--- config.mk ---
export PLATFORM = sky130hd
export DESIGN_NAME = writeback_stage
export DESIGN_NICKNAME = d
export VERILOG_FILES = /design/src/rtl/riscv_pkg.sv /design/src/rtl/load_extract.sv /design/src/rtl/writeback_stage.sv
export SDC_FILE = /design/constraint.sdc
export NUM_CORES = 1
export LEC_CHECK = 0
export ABC_AREA = 0
export BUFFER_PORTS_ARGS = -buffer_cell sky130_fd_sc_hd__buf_4
export CAP_MARGIN = 20
export CORE_AREA = 4 4 165 151
export DETAILED_ROUTE_END_ITERATION = 10
export DIE_AREA = 0 0 169 155
export PLACE_DENSITY = 0.8
export SETUP_SLACK_MARGIN = 0.3
export SLEW_MARGIN = 10
export SYNTH_ARGS = -nofsm -noshare
export SYNTH_HDL_FRONTEND = slang
export SYNTH_SLANG_ARGS = --single-unit
--- constraint.sdc ---
create_clock -name clk -period 2.65 [get_ports clk]
set_input_delay 0.53 -clock clk [delete_from_list [all_inputs] [get_ports clk]]
set_output_delay 0.53 -clock clk [all_outputs]
set_load 0.005 [all_outputs]
--- src/rtl/riscv_pkg.sv ---
// riscv_pkg: shared widths, write-back source selects and load funct3 encodings
package riscv_pkg;
  localparam int XLEN   = 64;
  localparam int REG_AW = 5;
  localparam logic [1:0] WB_SEL_ALU = 2'b00;
  localparam logic [1:0] WB_SEL_MEM = 2'b01;
  localparam logic [1:0] WB_SEL_PC4 = 2'b10;
  localparam logic [2:0] F3_LB  = 3'b000;
  localparam logic [2:0] F3_LH  = 3'b001;
  localparam logic [2:0] F3_LW  = 3'b010;
  localparam logic [2:0] F3_LD  = 3'b011;
  localparam logic [2:0] F3_LBU = 3'b100;
  localparam logic [2:0] F3_LHU = 3'b101;
  localparam logic [2:0] F3_LWU = 3'b110;
endpackage

--- src/rtl/load_extract.sv ---
// load_extract: lane shift, sign/zero extension and misalignment check for loads
module load_extract #(
  parameter int XLEN = 64
) (
  input  logic [2:0]      i_funct3,
  input  logic [2:0]      i_off,
  input  logic [XLEN-1:0] i_mem_data,
  output logic [XLEN-1:0] o_data,
  output logic            o_misaligned
);
  logic [XLEN-1:0] w_lane;
  logic            w_sx;
  assign w_lane = i_mem_data >> {i_off, 3'b000};
  assign w_sx   = ~i_funct3[2];
  // funct3[1:0] is the access size; funct3[2] selects zero-extension (111 behaves as LD)
  always_comb begin
    o_data = (i_funct3[1:0] == 2'b00) ? {{(XLEN-8){w_sx & w_lane[7]}}, w_lane[7:0]} :
             (i_funct3[1:0] == 2'b01) ? {{(XLEN-16){w_sx & w_lane[15]}}, w_lane[15:0]} :
             (i_funct3[1:0] == 2'b10) ? {{(XLEN-32){w_sx & w_lane[31]}}, w_lane[31:0]} :
             w_lane;
    o_misaligned = (i_funct3[1:0] == 2'b01) ? i_off[0] :
                   (i_funct3[1:0] == 2'b10) ? |i_off[1:0] :
                   (i_funct3[1:0] == 2'b11) ? |i_off :
                   1'b0;
  end
endmodule

--- src/rtl/writeback_stage.sv ---
// writeback_stage: registers memory results, extracts loads, drives RF write port and retire strobe; WB_INSTRET_EN adds a retire counter
module writeback_stage #(
  parameter int XLEN   = 64,
  parameter int REG_AW = 5
) (
  input  logic              clk,
  input  logic              reset,
  input  logic              in_valid,
  output logic              in_ready,
  input  logic              stall,
  input  logic              flush,
  input  logic              in_reg_write,
  input  logic [1:0]        in_wb_sel,
  input  logic [2:0]        in_funct3,
  input  logic [REG_AW-1:0] in_rd,
  input  logic [XLEN-1:0]   in_alu_result,
  input  logic [XLEN-1:0]   in_mem_data,
  input  logic [XLEN-1:0]   in_pc,
  output logic              rf_we,
  output logic [REG_AW-1:0] rf_waddr,
  output logic [XLEN-1:0]   rf_wdata,
  output logic              exc_misaligned,
  output logic [XLEN-1:0]   exc_addr,
  output logic              retired
`ifdef WB_INSTRET_EN
  ,
  output logic [63:0]       instret
`endif
);
  import riscv_pkg::*;
  logic            w_accept;
  logic            w_load;
  logic            w_ld_mis;
  logic            w_mis;
  logic            w_we;
  logic [XLEN-1:0] w_ld_data;
  logic [XLEN-1:0] w_wdata;
  load_extract #(.XLEN(XLEN)) u_load_extract (
    .i_funct3     (in_funct3),
    .i_off        (in_alu_result[2:0]),
    .i_mem_data   (in_mem_data),
    .o_data       (w_ld_data),
    .o_misaligned (w_ld_mis)
  );
  assign in_ready = ~stall;
  assign w_accept = in_valid & ~stall & ~flush;
  assign w_load   = in_wb_sel == WB_SEL_MEM;
  assign w_mis    = w_load & w_ld_mis;
  assign w_we     = w_accept & in_reg_write & (|in_rd) & ~w_mis;
  assign w_wdata  = w_load ? w_ld_data :
                    (in_wb_sel == WB_SEL_PC4) ? in_pc + XLEN'(4) :
                    in_alu_result;
  // strobes fire only on accept; address/data hold unless an instruction completes
  always_ff @(posedge clk) begin
    if (reset) begin
      rf_we          <= 1'b0;
      rf_waddr       <= '0;
      rf_wdata       <= '0;
      exc_misaligned <= 1'b0;
      exc_addr       <= '0;
      retired        <= 1'b0;
    end else begin
      rf_we          <= w_we;
      retired        <= w_accept & ~w_mis;
      exc_misaligned <= w_accept & w_mis;
      if (w_accept & ~w_mis) begin
        rf_waddr <= in_rd;
        rf_wdata <= w_wdata;
      end
      if (w_accept & w_mis) exc_addr <= in_alu_result;
    end
  end
`ifdef WB_INSTRET_EN
  // counts retire pulses and traces each register write
  always_ff @(posedge clk) begin
    if (reset) instret <= '0;
    else if (retired) instret <= instret + 64'd1;
    if (!reset && w_we) $display("writeback: x%0d <= 0x%h", in_rd, w_wdata);
  end
`endif
endmodule

==> flow_summary.yaml <==
timing:
  slew_headroom: 0.5413
  setup_viol: 0
  finalHoldViolations: 0
  fin_skew_ns: 0
  worst_slew_pin_slew_ns: 0.6880
  rsz0062_at_grt: "no"
  worst_hold_slack_ns: 0.3563
  slew_viol_final: 0
  period_share: 0.8064
  final.min_clock_period_ns: 2.137
  fmax_mhz: 467.9
  tns_ns: 0
layout:
  fillCellCount: 2242
  antenna_cells: 0
  drive_above_1_share: 0.3270
  nNetsFinal: 1777
  finalNonFillerCells: 1883
  syn2layout_area_growth_pct: 42.57
routing:
  avgViaCountPerCell: 6.042
  routedWlPerCell_microns: 22.95
  route.detailed.drc: 0
  vias: 11380
  first_pass_iters: 6
  first_iter_violations: 1252
  ant_nets: 0
  wl_microns: 43220
clock_tree:
  clock_path_buffers: 2
  htreeDepth: 4
  ctsResizeCount: 0
  clkTransAtPathRegs_ns: 0.08
  cts_sinks: 136
  ctsHoldBuffers: 0
  tritoncts: "done"
  numCtsBuffers: 17
  cts_root_buf: "clkbuf_16"
  clock_latency_ns: 0.42
  post_cts_buffers: 0
status:
  status: "finished, final reports clean"
power:
  p_seq_frac: 0.359
  p_int_mw: 4.088
  irDropWorstVdd_uv: 394.0
  p_switching_mw: 1.867
  combinationalPowerShare: 0.227
  power_density_mw_per_mm2: 454.3
  pwr-share-clk: 0.414
  p_leak_nw: 5.362
  p_sw_frac: 0.3135
grt:
  grt_max_degree: 60
  overflow: 0
  antenna_found_initial: 0
  grt_pass1_wl_microns: 63670
  track_usage: 0.3105
  grt_pass1_vias: 10890
floorplan:
  die_h_microns: 155
  initial_utilization: 0.3973
  rows: 53
  ios: 345
  die_width_microns: 169
  core-area_sq_mm: 0.02314
  dieArea_sq_mm: 0.02620
synth:
  synthCells: 1220
  synth_top_area_frac: 0.2961
  synthesis.nets: 1429
  ys_seq_area_frac: 0.2961
  synth_edf_count: 0
  ys.flop_type: "dfxtp_1"
  synth_area_per_cell_sq_um: 7.536
  yosysWarnings: 0
  synth_cell_type_count: 70
  syn_area_sq_mm: 0.009194
  synth_common_cells: "nand2_1, dfxtp_1, a21oi_1, o21ai_0, clkbuf_1"
  synth-seq-cells: 136
  synth_most_common_cell: "nand2_1"
  synth_top_cell_by_area: "dfxtp_1"
  ys_async_sr_fraction: 0
  yosys-top-cells-area: "dfxtp_1, nand2_1, a21oi_1"
placement:
  place_congestion: 0.9512
  hpwl_microns: 33890
  port_buffers: 344
  dp.cells: 1851
critical_path:
  path_class: "primary input to register"
  start_kind: "primary input"
  worstPathArrival_ns: 2.49
  end_kind: "register"
  crit_fanout: 6
  rr_worst_depth: 2
  crit_required_ns: 3.01
min_path:
  min_path_cells: 3
  hold_path_class: "primary input to register"
flow_run:
  cap_violations: 0
worst max-delay path: stages:
cell     delay, ns
buf_4         0.12
nand4_2       0.11
or4_4         0.56
or4_4         0.49
or4_1         0.40
and3_1        0.17
a21oi_2       0.12
final cells by class:
| cell class | instances | area (sq um) | share of cell area |
|---|---|---|---|
| multi-input cells | 973 | 6087 | 0.4644 |
| repair buffers | 423 | 3263 | 0.2489 |
| flip-flops and latches | 136 | 2723 | 0.2077 |
| clock buffers | 18 | 439.2 | 0.03351 |
| well taps | 302 | 377.9 | 0.02883 |
| clock inverters | 14 | 153.9 | 0.01174 |
| inverters | 17 | 63.81 | 0.004868 |
path summary, 6_finish.rpt:
check                       startpoint  slack (ns)                        end
max                          in_pc[32]        0.51  rf_wdata[59]$_SDFFE_PP0P_
min                   in_alu_result[4]        0.36   exc_addr[4]$_SDFFE_PP0P_
max reg2reg  rf_wdata[60]$_SDFFE_PP0P_        1.73  rf_wdata[60]$_SDFFE_PP0P_
min reg2reg   exc_addr[7]$_SDFFE_PP0P_        0.45   exc_addr[7]$_SDFFE_PP0P_
routing by layer:
layer	GRT usage	wire length (microns)
met1	0.3967	17090
met2	0.5176	20240
met3	0.06606	4195
met4	0.1154	1694
met5	0	0
placed cells by master (no fill, tap or decap), types with 4 or more instances in the layout:
cell,netlist,final
a211oi_1,6,6
a21boi_0,8,8
a21oi_1,135,135
a221oi_1,36,36
a22oi_1,7,7
a31oi_1,14,13
a32oi_1,4,4
and2_1,9,9
and3_1,9,9
and4_1,5,5
buf_12,0,7
buf_4,2,416
clkbuf_16,0,17
dfxtp_1,136,136
inv_1,16,16
inv_6,0,6
mux2_2,17,17
mux2i_1,46,46
mux4_2,20,20
nand2_1,224,223
nand2b_1,6,6
nand3_1,35,35
nand4_1,37,37
nor2_1,55,53
nor2b_1,18,16
nor3_1,33,32
nor4_1,15,15
o2111ai_1,5,5
o211ai_1,10,10
o21a_1,8,8
o21ai_0,103,103
o22ai_1,8,8
o31a_1,6,6
or2_2,4,4
xnor2_1,34,34
xor2_1,7,7
registers in the layout, indices dropped and copies added (netlist names):
register	flops
exc_addr	64
retired	1
rf_wdata	64
rf_waddr	5
exc_misaligned	1
rf_we	1
per-stage QoR:
stage	setup WS [ns]	cell area, sq um	utilization	total power, mW
2_1_floorplan	0.2166	9239	-	2.773
3_3_place_gp	0.09258	12510	0.5407	3.500
3_5_place_dp	0.09481	12510	0.5407	3.510
4_1_cts	0.5201	13110	0.5664	5.970
5_1_grt	0.4160	13110	0.5664	6.174
6_report	0.5130	13110	0.5664	5.955
logic make-up after synthesis:
| kind of cell | synth area share |
|---|---|
| adders and majority gates | 0.001361 |
| AOI/OAI and AO/OA | 0.2550 |
| xor gates and xnor gates | 0.03906 |
| muxes | 0.1199 |
| and+or+nand+nor | 0.2387 |
| buffers and inverters | 0.04981 |
| DFF | 0.2961 |
power groups by stage:
stage	sequential, mW	combinational (mW)	clock, mW
floorplan	2.18	0.591	0
global placement	2.18	1.32	0
detailed placement	2.18	1.33	0
CTS	2.14	1.33	2.50
global route	2.14	1.44	2.59
finish	2.14	1.35	2.46
Power figures use the tool's default switching activity.
